===== src/rtl/apb_reg_bank_if.sv =====
// APB3/APB4 slave-side bus bundle for apb_reg_bank.
interface apb_reg_bank_if #(parameter int ADDRWIDTH = 12);
  logic                 psel;
  logic                 penable;
  logic                 pwrite;
  logic [ADDRWIDTH-1:0] paddr;
  logic [31:0]          pwdata;
  logic [3:0]           pstrb;
  logic [31:0]          prdata;
  logic                 pready;
  logic                 pslverr;

  modport master (output psel, penable, pwrite, paddr, pwdata, pstrb,
                  input  prdata, pready, pslverr);
  modport slave  (input  psel, penable, pwrite, paddr, pwdata, pstrb,
                  output prdata, pready, pslverr);
endinterface


===== src/rtl/apb_reg_bank.sv =====
// Parametrised APB slave register bank with wait states, PSLVERR and a PrimeCell ID window.
// Optional byte-strobe write path: define APB_REG_BANK_WSTRB_EN.
module apb_reg_bank #(
  parameter int          ADDRWIDTH   = 12,
  parameter int          NUM_REGS    = 8,
  parameter int          WAIT_STATES = 1,
  parameter logic [31:0] RESET_VALUE = 32'h0
) (
  input  logic                     pclk,
  input  logic                     presetn,
  input  logic [3:0]               ecorevnum,
  apb_reg_bank_if.slave            bus,
  output logic [32*NUM_REGS-1:0]   reg_q,
  output logic [NUM_REGS-1:0]      wr_pulse
);

  typedef enum logic [1:0] {IDLE, ACCESS, DONE} state_t;

  localparam logic [10:0] NREG = 11'(NUM_REGS);
  localparam logic [3:0]  NWS  = 4'(WAIT_STATES);

  state_t                       state;
  logic [3:0]                   cnt;
  logic [9:0]                   idx;
  logic                         write_q;
  logic [31:0]                  wdata_q;
  logic [NUM_REGS-1:0][31:0]    regs;
  logic [NUM_REGS-1:0]          we;
  logic [31:0]                  wmask, reg_rd, id_rd;
  logic                         complete, reg_hit, id_hit, strb_err, err, commit;

  always_ff @(posedge pclk or negedge presetn) begin
    if (!presetn) begin
      state   <= IDLE;
      cnt     <= 4'd0;
      idx     <= '0;
      write_q <= 1'b0;
      wdata_q <= '0;
    end else begin
      case (state)
        IDLE: if (bus.psel && !bus.penable) begin
          state   <= ACCESS;
          cnt     <= NWS;
          idx     <= bus.paddr[11:2];
          write_q <= bus.pwrite;
          wdata_q <= bus.pwdata;
        end
        ACCESS: begin
          // psel dropping mid-transfer is an abort: no write, no response
          if (!bus.psel)        state <= IDLE;
          else if (cnt != 4'd0) cnt   <= cnt - 4'd1;
          else                  state <= DONE;
        end
        DONE:    state <= IDLE;
        default: state <= IDLE;
      endcase
    end
  end

`ifdef APB_REG_BANK_WSTRB_EN
  logic [3:0] strb_q;
  always_ff @(posedge pclk or negedge presetn) begin
    if (!presetn)                                     strb_q <= 4'h0;
    else if (state == IDLE && bus.psel && !bus.penable) strb_q <= bus.pstrb;
  end
  assign wmask    = {{8{strb_q[3]}}, {8{strb_q[2]}}, {8{strb_q[1]}}, {8{strb_q[0]}}};
  assign strb_err = !write_q && (strb_q != 4'h0);
`else
  logic unused_strb;
  assign unused_strb = ^bus.pstrb;
  assign wmask       = '1;
  assign strb_err    = 1'b0;
`endif

  assign complete = (state == ACCESS) && (cnt == 4'd0) && bus.psel;
  assign reg_hit  = {1'b0, idx} < NREG;
  assign id_hit   = idx >= 10'h3F4;
  assign err      = strb_err || !(reg_hit || (id_hit && !write_q));
  assign commit   = complete && write_q && !err;

  always_comb begin
    reg_rd = '0;
    we     = '0;
    for (int i = 0; i < NUM_REGS; i++) begin
      if (idx == 10'(i)) begin
        reg_rd = regs[i];
        we[i]  = commit;
      end
    end
  end

  // ID window order is PID4..7, PID0..3, CID0..3 from 0xFD0 upwards
  always_comb begin
    case (idx[3:0])
      4'h4:    id_rd = 32'h04;
      4'h8:    id_rd = 32'h19;
      4'h9:    id_rd = 32'hB8;
      4'hA:    id_rd = 32'h1B;
      4'hB:    id_rd = {24'h0, ecorevnum, 4'h0};
      4'hC:    id_rd = 32'h0D;
      4'hD:    id_rd = 32'hF0;
      4'hE:    id_rd = 32'h05;
      4'hF:    id_rd = 32'hB1;
      default: id_rd = 32'h0;
    endcase
  end

  always_ff @(posedge pclk or negedge presetn) begin
    if (!presetn) begin
      regs     <= {NUM_REGS{RESET_VALUE}};
      wr_pulse <= '0;
    end else begin
      wr_pulse <= we;
      for (int i = 0; i < NUM_REGS; i++)
        if (we[i]) regs[i] <= (regs[i] & ~wmask) | (wdata_q & wmask);
    end
  end

  assign reg_q       = regs;
  assign bus.pready  = complete;
  assign bus.pslverr = complete && err;
  assign bus.prdata  = (complete && !write_q && !err) ? (reg_hit ? reg_rd : id_rd) : 32'h0;

endmodule

===== src/flat_wrapper.sv =====
// flat-port wrapper written by rule: the top's interface ports become plain ports
module apb_reg_bank_flat 
#(
  parameter int          ADDRWIDTH   = 12,
  parameter int          NUM_REGS    = 8,
  parameter int          WAIT_STATES = 1,
  parameter logic [31:0] RESET_VALUE = 32'h0
)
  (pclk, presetn, ecorevnum, reg_q, wr_pulse, bus_psel, bus_penable, bus_pwrite, bus_paddr, bus_pwdata, bus_pstrb, bus_prdata, bus_pready, bus_pslverr);
  apb_reg_bank_if #(.ADDRWIDTH(ADDRWIDTH)) bus_i ();
  input  logic pclk;
  input  logic presetn;
  input  logic [3:0] ecorevnum;
  output logic [32*NUM_REGS-1:0] reg_q;
  output logic [NUM_REGS-1:0] wr_pulse;
  input wire logic [$bits(bus_i.psel)-1:0] bus_psel;
  input wire logic [$bits(bus_i.penable)-1:0] bus_penable;
  input wire logic [$bits(bus_i.pwrite)-1:0] bus_pwrite;
  input wire logic [$bits(bus_i.paddr)-1:0] bus_paddr;
  input wire logic [$bits(bus_i.pwdata)-1:0] bus_pwdata;
  input wire logic [$bits(bus_i.pstrb)-1:0] bus_pstrb;
  output wire logic [$bits(bus_i.prdata)-1:0] bus_prdata;
  output wire logic [$bits(bus_i.pready)-1:0] bus_pready;
  output wire logic [$bits(bus_i.pslverr)-1:0] bus_pslverr;
  assign bus_i.psel = bus_psel;
  assign bus_i.penable = bus_penable;
  assign bus_i.pwrite = bus_pwrite;
  assign bus_i.paddr = bus_paddr;
  assign bus_i.pwdata = bus_pwdata;
  assign bus_i.pstrb = bus_pstrb;
  assign bus_prdata = bus_i.prdata;
  assign bus_pready = bus_i.pready;
  assign bus_pslverr = bus_i.pslverr;
  apb_reg_bank #(.ADDRWIDTH(ADDRWIDTH), .NUM_REGS(NUM_REGS), .WAIT_STATES(WAIT_STATES), .RESET_VALUE(RESET_VALUE)) u_core (.pclk(pclk), .presetn(presetn), .ecorevnum(ecorevnum), .bus(bus_i), .reg_q(reg_q), .wr_pulse(wr_pulse));
endmodule

===== config.mk =====
export PLATFORM = sky130hd
export DESIGN_NAME = apb_reg_bank_flat
export DESIGN_NICKNAME = d
export VERILOG_FILES = /design/src/rtl/apb_reg_bank_if.sv /design/src/rtl/apb_reg_bank.sv /design/src/flat_wrapper.sv
export SDC_FILE = /design/constraint.sdc
export NUM_CORES = 1
export LEC_CHECK = 0
export ABC_AREA = 1
export CAP_MARGIN = 20
export CORE_UTILIZATION = 40
export DETAILED_ROUTE_END_ITERATION = 16
export PLACE_DENSITY = 0.7
export SYNTH_ARGS = -nofsm -noshare
export SYNTH_HDL_FRONTEND = slang
export SYNTH_SLANG_ARGS = --single-unit

===== constraint.sdc =====
create_clock -name pclk -period 3.65 [get_ports pclk]
set_input_delay 0.365 -clock pclk [delete_from_list [all_inputs] [get_ports pclk]]
set_output_delay 0.365 -clock pclk [all_outputs]
set_load 0.05 [all_outputs]

==> results.yml <==
clock_tree:
  cts_tree: "done"
  clock-sinks: 313
  post_cts_buffers: 0
  clk_latency_ns: 0.51
  cts_buffers: 36
  clock_path_buffers: 3
  cts-htree-levels: 2
  clkTransAtPathRegs_ns: 0.06
  root_buffer: "clkbuf_16"
global_routing:
  grt_max_degree: 109
  grt_pass1_wl_mm: 73.3
  antenna_found_initial: 2
  grt_pass1_vias: 12500
  grt.total_usage_pct: 27.0
  grt_overflow: 0
synthesis:
  synth_compound_area_share_pct: 12.8
  synth_cells: 1661
  synth_xor_xnor_area_share_pct: 0.127
  synth_edf_count: 0
  synth-seq-area-share_pct: 56.6
  synth_top_family_by_area: "simple AND/OR/NAND/NOR gates"
  synthSimpleGateAreaFrac_pct: 22.8
  ys_types: 33
  yosysWarnings: 0
  synth_area_per_cell_um2: 8.33
  syn-num-nets: 1719
  async_reset_ff_share_pct: 100
  synth_area_um2: 13800
  yosys.area_share.adder_pct: 0.0904
  synthMuxAreaShare_pct: 0.570
  synth-seq-cells: 313
  ys.flop_type: "dfrtp_1"
floorplan:
  fp.dieW_um: 188
  start_util_pct: 41.0
  die_area_um2: 35300
  num_rows: 67
  core_area_um2: 33800
  die_height_um: 188
  ioPinCount: 355
hold_path:
  hold_depth: 3
  hp-start: "bus_pwdata[26]"
  min_path_type: "in2reg"
timing:
  holdWs_ns: 0.413
  post-route-period-util_pct: 95.0
  setup_tns_ns: 0
  hold_viol_final: 0
  slew_headroom_pct: 35.9
  finalClockSkew_ns: 0.0182
  slew_violations: 0
  setup_viol: 0
  period_minus_slack_ns: 3.47
  tightestPinTransition_ns: 0.961
  rsz0062_at_grt: "no"
  clock.fmax_mhz: 289
worst_setup_path:
  max_stage_delay_ns: 0.47
  cp.arrival_ns: 3.10
  worstSetupPathType: "reg2out"
  crit_required_ns: 3.28
  r2r-end: "u_core.reg_q[253]"
  critPathCapture: "bus_prdata[25]"
  cp_max_fo: 15
  r2r-start: "u_core.idx[3]"
  reg2reg_slack_ns: 0.80
  slowest_stage: "dfrtp_1"
  r2r_cells: 10
  worstSetupStartpointType: "flip-flop"
  path_cells: "inv_1 -> nand2_2 -> nor2_1 -> inv_1 -> nor2_4 -> buf_4 -> nand2_1 -> nand2_1 -> inv_1 -> nand3_1 -> nand2_1 -> a21oi_1 -> buf_12"
  cp-startpoint: "u_core.idx[3]"
  end_kind: "output port"
pwr:
  p_seq_share_pct: 44.2
  p_per_area_nw_per_um2: 451
  power_frac_comb_pct: 13.6
  clkPwrFrac_pct: 42.2
  power_switching_mw: 2.45
  ir_worst_vdd_v: 0.000317
  internal_power_mw: 6.27
  sw_frac_of_total_pct: 28.1
  p_leak_nw: 8.81
finish:
  fillers: 3007
  drive_above_1_share_pct: 8.60
  fin_util_pct: 57.2
  final_common_cell: "nand2_1"
  final_nets: 2047
  mostFrequentLayoutCells: "539 x nand2_1, 315 x clkdlybuf4s50_1, 313 x dfrtp_1"
  syn_to_final_growth_pct: 39.7
detailed_routing:
  highest_layer: "met5"
  wl_met2_mm: 22.0
  wl_mm: 47.9
  drtIter0Drc: 794
  viasPerCell: 5.21
  wl_per_cell_um: 19.5
  drc_errors: 0
  drt_first_pass_iters: 7
  wl_met1_mm: 19.7
  met3_length_mm: 4.56
  ant_nets: 0
  vias: 12800
place:
  port_buffers: 348
  place.gp.congestion: 0.887
  place_hpwl_mm: 33.2
run_status:
  status: "finished, final reports clean"
run:
  max_cap_violations: 0
[per-layer routing]
layer  track usage [%]  vias up
met1              34.9     6188
met3              7.86      106
li1                  -     6002
met4              9.97        2
met2              43.1      522
met5                 0        -
[cell type report]
type                       count  area [um^2]  share of cell area [%]
sequential                   313         7830                    40.5
multi-input combinational   1117         5070                    26.2
timing repair buffer         378         4110                    21.3
clock buffer                  54         1100                    5.69
tap                          448          561                    2.90
inverter                     143          543                    2.81
clock inverter                 6          113                   0.583
antenna                        1         2.50                  0.0129
[synthesized netlist by cell type (all sizes together) (2+ instances only)]
| master | instances | share of area, % |
|---|---|---|
| nand2 | 545 | 15 |
| dfrtp | 313 | 57 |
| o21ai | 312 | 11 |
| inv | 143 | 3.9 |
| nor2 | 96 | 3.1 |
| nand3 | 71 | 2.7 |
| buf | 63 | 2.4 |
| a21oi | 29 | 1.0 |
| nand4 | 28 | 1.3 |
| clkbuf | 25 | 0.69 |
| or2 | 9 | 0.41 |
| nor3 | 8 | 0.33 |
| mux2 | 7 | 0.57 |
| o21bai | 2 | 0.11 |
| o22ai | 2 | 0.090 |
| o31ai | 2 | 0.11 |
| xnor2 | 2 | 0.13 |
[cells by family (layout without fill, tap and decap cells)]
family	count (synthesis)	count (layout)
and+or+nand+nor	758	758
other	0	1
xor gates and xnor gates	2	2
buffers and inverters	231	581
muxes	7	7
AOI/OAI and AO/OA	349	349
adders and majority gates	1	1
DFF	313	313
[worst max-delay path: cells and delay by family, from the launching register on]
kind                   cells  cell delay (ns)
and+or+nand+nor            7             1.00
DFF                        1             0.47
AOI/OAI and AO/OA          1             0.30
buffers and inverters      5             0.81
[state kept, by name (all words and copies together) (netlist names)]
signal and cells:
u_core.cnt 4, u_core.idx 10, u_core.reg_q 256, u_core.state 2
u_core.wdata_q 32, u_core.wr_pulse 8, u_core.write_q 1
[worst min path at each step]
stage                                    end
after floorplan                u_core.cnt[0]
after global placement      u_core.reg_q[96]
after detailed placement   u_core.reg_q[102]
after CTS                 u_core.wdata_q[26]
after global routing       u_core.wdata_q[1]
final                     u_core.wdata_q[26]
[power by group through the flow]
stage	clock (mW)	combinational [mW]	sequential, mW
global route	3.88	1.33	3.88
finish	3.68	1.19	3.85
floorplan	0	0.729	3.86
detailed placement	0	1.18	3.91
CTS	3.74	1.19	3.85
global placement	0	1.15	3.90
[timing repair]
action | CTS | global route
hold buffers | 1 | 0
hold endpoints to repair | 69 | 0
resized for setup | 0 | 4
setup endpoints to repair | 0 | 21
[per-stage QoR]
| stage | total power [mW] | area, um^2 | cells | setup slack, ns |
|---|---|---|---|---|
| floorplan | 4.59 | 13800 | 1661 | 0.642 |
| global placement | 5.05 | 18100 | 2398 | 0.694 |
| detailed placement | 5.09 | 18100 | 2398 | 0.634 |
| CTS | 8.78 | 19300 | 2459 | 0.0630 |
| global route | 9.09 | 19300 | 2460 | 0.0160 |
| finish | 8.72 | 19300 | 2460 | 0.184 |
(Power assumes the default switching activity.)
